==> src/rtl/fpro_bus_arbiter.sv <==
// Two-master FPro MMIO bus arbiter: IDLE -> ISSUE (one-cycle strobe) -> ACK (one-cycle ack pulse).
// Latency: request sampled at N, bus strobe at N+1, ack at N+2, next arbitration at N+3.
// Backpressure: masters hold their request until ack; define FPRO_ARB_RR_EN for round-robin ties (default m0 wins ties).
module fpro_bus_arbiter #(
    parameter int ADDR_W = 21,
    parameter int DATA_W = 32
) (
    input  logic              clk,
    input  logic              reset,
    input  logic              m0_cs,
    input  logic              m0_wr,
    input  logic              m0_rd,
    input  logic [ADDR_W-1:0] m0_addr,
    input  logic [DATA_W-1:0] m0_wr_data,
    output logic [DATA_W-1:0] m0_rd_data,
    output logic              m0_ack,
    input  logic              m1_cs,
    input  logic              m1_wr,
    input  logic              m1_rd,
    input  logic [ADDR_W-1:0] m1_addr,
    input  logic [DATA_W-1:0] m1_wr_data,
    output logic [DATA_W-1:0] m1_rd_data,
    output logic              m1_ack,
    output logic              fp_mmio_cs,
    output logic              fp_wr,
    output logic              fp_rd,
    output logic [ADDR_W-1:0] fp_addr,
    output logic [DATA_W-1:0] fp_wr_data,
    input  logic [DATA_W-1:0] fp_rd_data,
    output logic [1:0]        grant
);

    typedef enum logic [1:0] {
        IDLE  = 2'd0,
        ISSUE = 2'd1,
        ACK   = 2'd2
    } state_t;

    state_t              state_q, state_d;
    logic [1:0]          grant_q, grant_d;
    logic [ADDR_W-1:0]   addr_q, addr_d;
    logic [DATA_W-1:0]   wr_data_q, wr_data_d;
    logic [DATA_W-1:0]   rdata_q, rdata_d;
    logic                is_wr_q, is_wr_d;
    logic                req0, req1;
    logic                pick_m1;

    assign req0 = m0_cs & (m0_wr | m0_rd);
    assign req1 = m1_cs & (m1_wr | m1_rd);

`ifdef FPRO_ARB_RR_EN
    // last_grant_q = 1 means m1 won most recently; a tie goes to the other master.
    logic last_grant_q, last_grant_d;

    assign pick_m1 = req1 & (~req0 | ~last_grant_q);

    always_comb begin
        last_grant_d = last_grant_q;
        if (state_q == IDLE && (req0 | req1)) begin
            last_grant_d = pick_m1;
        end
    end

    always_ff @(posedge clk) begin
        if (reset) begin
            last_grant_q <= 1'b1;
        end else begin
            last_grant_q <= last_grant_d;
        end
    end
`else
    assign pick_m1 = req1 & ~req0;
`endif

    always_comb begin
        state_d   = state_q;
        grant_d   = grant_q;
        addr_d    = addr_q;
        wr_data_d = wr_data_q;
        rdata_d   = rdata_q;
        is_wr_d   = is_wr_q;
        case (state_q)
            IDLE: begin
                if (req0 | req1) begin
                    state_d   = ISSUE;
                    grant_d   = {pick_m1, ~pick_m1};
                    addr_d    = pick_m1 ? m1_addr : m0_addr;
                    wr_data_d = pick_m1 ? m1_wr_data : m0_wr_data;
                    // wr and rd both set resolves to a write
                    is_wr_d   = pick_m1 ? m1_wr : m0_wr;
                end
            end
            ISSUE: begin
                if (!is_wr_q) begin
                    rdata_d = fp_rd_data;
                end
                state_d = ACK;
            end
            ACK: begin
                state_d = IDLE;
                grant_d = 2'b00;
            end
            default: begin
                state_d = IDLE;
                grant_d = 2'b00;
            end
        endcase
    end

    always_ff @(posedge clk) begin
        if (reset) begin
            state_q   <= IDLE;
            grant_q   <= 2'b00;
            addr_q    <= '0;
            wr_data_q <= '0;
            rdata_q   <= '0;
            is_wr_q   <= 1'b0;
        end else begin
            state_q   <= state_d;
            grant_q   <= grant_d;
            addr_q    <= addr_d;
            wr_data_q <= wr_data_d;
            rdata_q   <= rdata_d;
            is_wr_q   <= is_wr_d;
        end
    end

    assign fp_mmio_cs = (state_q == ISSUE);
    assign fp_wr      = (state_q == ISSUE) &  is_wr_q;
    assign fp_rd      = (state_q == ISSUE) & ~is_wr_q;
    assign fp_addr    = addr_q;
    assign fp_wr_data = wr_data_q;
    assign m0_rd_data = rdata_q;
    assign m1_rd_data = rdata_q;
    assign m0_ack     = (state_q == ACK) & grant_q[0];
    assign m1_ack     = (state_q == ACK) & grant_q[1];
    assign grant      = grant_q;

endmodule

==> config.mk <==
export PLATFORM = sky130hd
export DESIGN_NAME = fpro_bus_arbiter
export DESIGN_NICKNAME = d
export VERILOG_FILES = /design/src/rtl/fpro_bus_arbiter.sv
export SDC_FILE = /design/constraint.sdc
export NUM_CORES = 1
export LEC_CHECK = 0
export ABC_AREA = 1
export ABC_CLOCK_PERIOD_IN_PS = 1100
export CAP_MARGIN = 20
export CORE_MARGIN = 8
export CORE_UTILIZATION = 55
export CTS_CLUSTER_SIZE = 20
export DETAILED_ROUTE_END_ITERATION = 7
export DONT_BUFFER_PORTS = 1
export PLACE_DENSITY_LB_ADDON = 0.15
export SETUP_SLACK_MARGIN = 0.4
export SLEW_MARGIN = 15
export SYNTH_ARGS = -nofsm -noshare
export SYNTH_HDL_FRONTEND = slang
export SYNTH_SLANG_ARGS = --single-unit
==> constraint.sdc <==
create_clock -name clk -period 1.1 [get_ports clk]
set_input_delay 0.22 -clock clk [delete_from_list [all_inputs] [get_ports clk]]
set_output_delay 0.22 -clock clk [all_outputs]
set_load 0.05 [all_outputs]
==> reports/qor.csv <==
stage,metric,value,unit
final_layout,fraction of layout cells with a size suffix above 1,49.8,%
synthesis,syn_nets,925,
cts,Worst-path clk slew,0.10,ns
die,core area,0.00864,mm²
placed_design,number of port buffers,0,
global_route,gr ovfl total,0,
worst_hold_path,Hold Path Class,in -> reg,
power_and_ir_drop,maximum VDD drop,1.09,mV
routing,Routed wire per std cell,21.9,µm
cts,clock root buffer master,clkbuf_8,
final_layout,"most common cell after layout, fill and taps aside",nor2_1,
synthesis,mapped cell area,0.00487,mm²
routing,drt first pass iters,6,
synthesis,Synth Register Bits,90,
placed_design,dpl cells,911,
final_layout,non-filler cells in the finished layout,978,
placed_design,Final HPWL DP,11400,µm
timing,"Hold Vio Cnt, Final",36,
run,Max Cap Viol,0,
synthesis,sequential area share after synthesis,37.0,%
timing,worst slew pin tran,0.487,ns
timing,final hold slack,-0.0978,ns
power_and_ir_drop,leakage power figure,0.00375,µW
final_layout,fillers,316,
critical_path,worst path required time,1.37,ns
status,outcome,"finished, violations left",
critical_path,Setup crit end kind,register,
global_route,largest net degree at the start of global routing,38,
die,Die Area,0.0121,mm²
synthesis,Synth Area per Inst,6.25,µm²
synthesis,Unique masters post-synth,20,
final_layout,nets@finish,1010,
global_route,total global-route track usage,28.4,%
synthesis,YS warnings,0,
timing,Achievable Freq,0.660,GHz
die,Die Y,110,µm
timing,fin crit share,138,%
synthesis,Mapped Cells,779,
status,failing checks,"hold timing, setup timing",
routing,DR DRC count,0,
routing,Final ANT Viol Nets,0,
routing,routed via count,5684,
cts,clock sink count,90,
cts,later-pin clock latency in the skew report,0.37,ns
global_route,global-route wire length before repair,27100,µm
routing,Starting DRT DRC Count,612,
die,FP Rows,34,
global_route,initial antenna violation count,0,
timing,setup violators final,172,
die,Die Width,110,µm
cts,TritonCTS clock tree,built,
final_layout,most frequent cells in the layout,"nor2_1 (142), inv_1 (109), nand2_1 (104), nand3_1 (77), buf_8 (59)",
critical_path,critical path data arrival time,1.78,ns
final_layout,Layout Area Growth over Synthesis,64.7,%
cts,Num CTS Buffers,9,
cts,H-tree lvl count,3,
power_and_ir_drop,PwrDens,1440,mW/mm²
timing,Final Slew Violations,0,
timing,Setup WS post-layout,-0.414,ns
timing,Tmin final,1.51,ns
critical_path,CP Class,reg -> reg,
placed_design,gp weighted congestion,0.834,
timing,unrepaired setup endpoints after global routing,yes,
die,Starting Density,56.4,%
global_route,vias in the first global route,5479,
die,I/O Pins,270,
cts,Clock Tree Buf Depth,2,
final_layout,post-layout util,92.9,%
timing,Max-slew headroom,67.5,%
routing,DR vias/cell,5.81,
routing,total wire length,21400,µm
critical_path,startpoint types,register,
critical_path,critical-path maximum fanout,5,
timing,Max Clock Skew,0.0139,ns
-- worst paths after layout --
kind | cells after the start | endpoint | slack [ns] | from
setup reg to reg | 8 | fp_wr_data[2] | -0.41 | state_q[1]
setup / recovery | 8 | fp_wr_data[2] | -0.41 | state_q[1]
hold / removal | 1 | m0_rd_data[8] | -0.1 | reset
hold reg to reg | 4 | fp_wr_data[4] | 0.54 | fp_wr_data[4]
-- Yosys cell counts --
cell type	n	area, µm²
inv_1	111	417
buf_6	10	113
buf_2	18	90.1
nand2_4	1	11.3
inv_2	3	11.3
a21oi_1	35	175
nand2_2	1	6.26
and3_1	2	12.5
clkbuf_1	6	22.5
buf_4	38	285
nor2_1	165	619
nand2_1	176	661
dfxtp_1	90	1800
nor2_4	2	22.5
o21ai_4	2	32.5
buf_1	8	30.0
nand3b_1	1	7.51
nand3_1	108	541
nor2_2	1	6.26
or2_2	1	6.26
-- critical path, cell delays in order (launching register included) --
cell	delay, ns
dfxtp_4	0.37
buf_6	0.12
nor2_4	0.17
buf_6	0.13
buf_8	0.13
clkbuf_16	0.16
nand3_1	0.09
nor2_1	0.18
nor2_1	0.07
-- per-layer routing --
| layer | vias to the layer above | wire length [µm] | track usage [%] |
|---|---|---|---|
| li1 | 2496 | - | - |
| met1 | 2677 | 6930 | 28.5 |
| met2 | 394 | 11000 | 51.7 |
| met3 | 117 | 2230 | 9.48 |
| met4 | 0 | 1310 | 13.9 |
| met5 | - | 0 | 0 |
-- through the flow --
stage                     setup WS (ns)  power [µW]  area, µm²  setup TNS, ns
final                            -0.414       11600       8020         -31.06
after global routing             -0.490       12000       8020         -37.57
after CTS                        -0.336       10800       7260         -26.15
after detailed placement         -0.146        7470       5750          -7.48
after global placement          -0.0819        7410       5750          -3.97
after floorplan                  -0.209        6800       5410         -10.60
-- kinds of logic after synthesis --
kind of cell	after synthesis	synth area share, %
AO/OA/AOI/OAI	37	4.26
buffers and inverters	194	19.9
flip-flops	90	37.0
AND/OR/NAND/NOR	458	38.9
-- flip-flops by register name (all words and copies together), names as in the netlist --
signal / cells
grant: 2
fp_wr_data: 32
state_q: 2
fp_addr: 21
is_wr_q: 1
m0_rd_data: 32
-- where the power goes --
group          switching, µW  internal [µW]
Sequential               782           3610
Combinational           2740           2220
Clock                   1340            854
-- timing repair --
action                                  CTS  global route
endpoints found under the hold margin    36            36
endpoints found under the setup margin  214           214
pin swaps                                90            85
setup buffers                            22            11
cloned                                   14             3
resized for setup                       220           155
-- layout make-up --
cell class | instances | area [µm²] | area share, %
Antenna cell | 1 | 2.50 | 0.0312
Timing Repair Buffer | 153 | 2330 | 29.1
Tap cell | 108 | 135 | 1.68
Inverter | 114 | 433 | 5.40
Multi-Input combinational cell | 496 | 2950 | 36.7
Clock inverter | 6 | 48.8 | 0.608
Clock buffer | 10 | 128 | 1.59
Sequential cell | 90 | 2000 | 24.9
No activity file was read; power rests on OpenSTA's default activity.
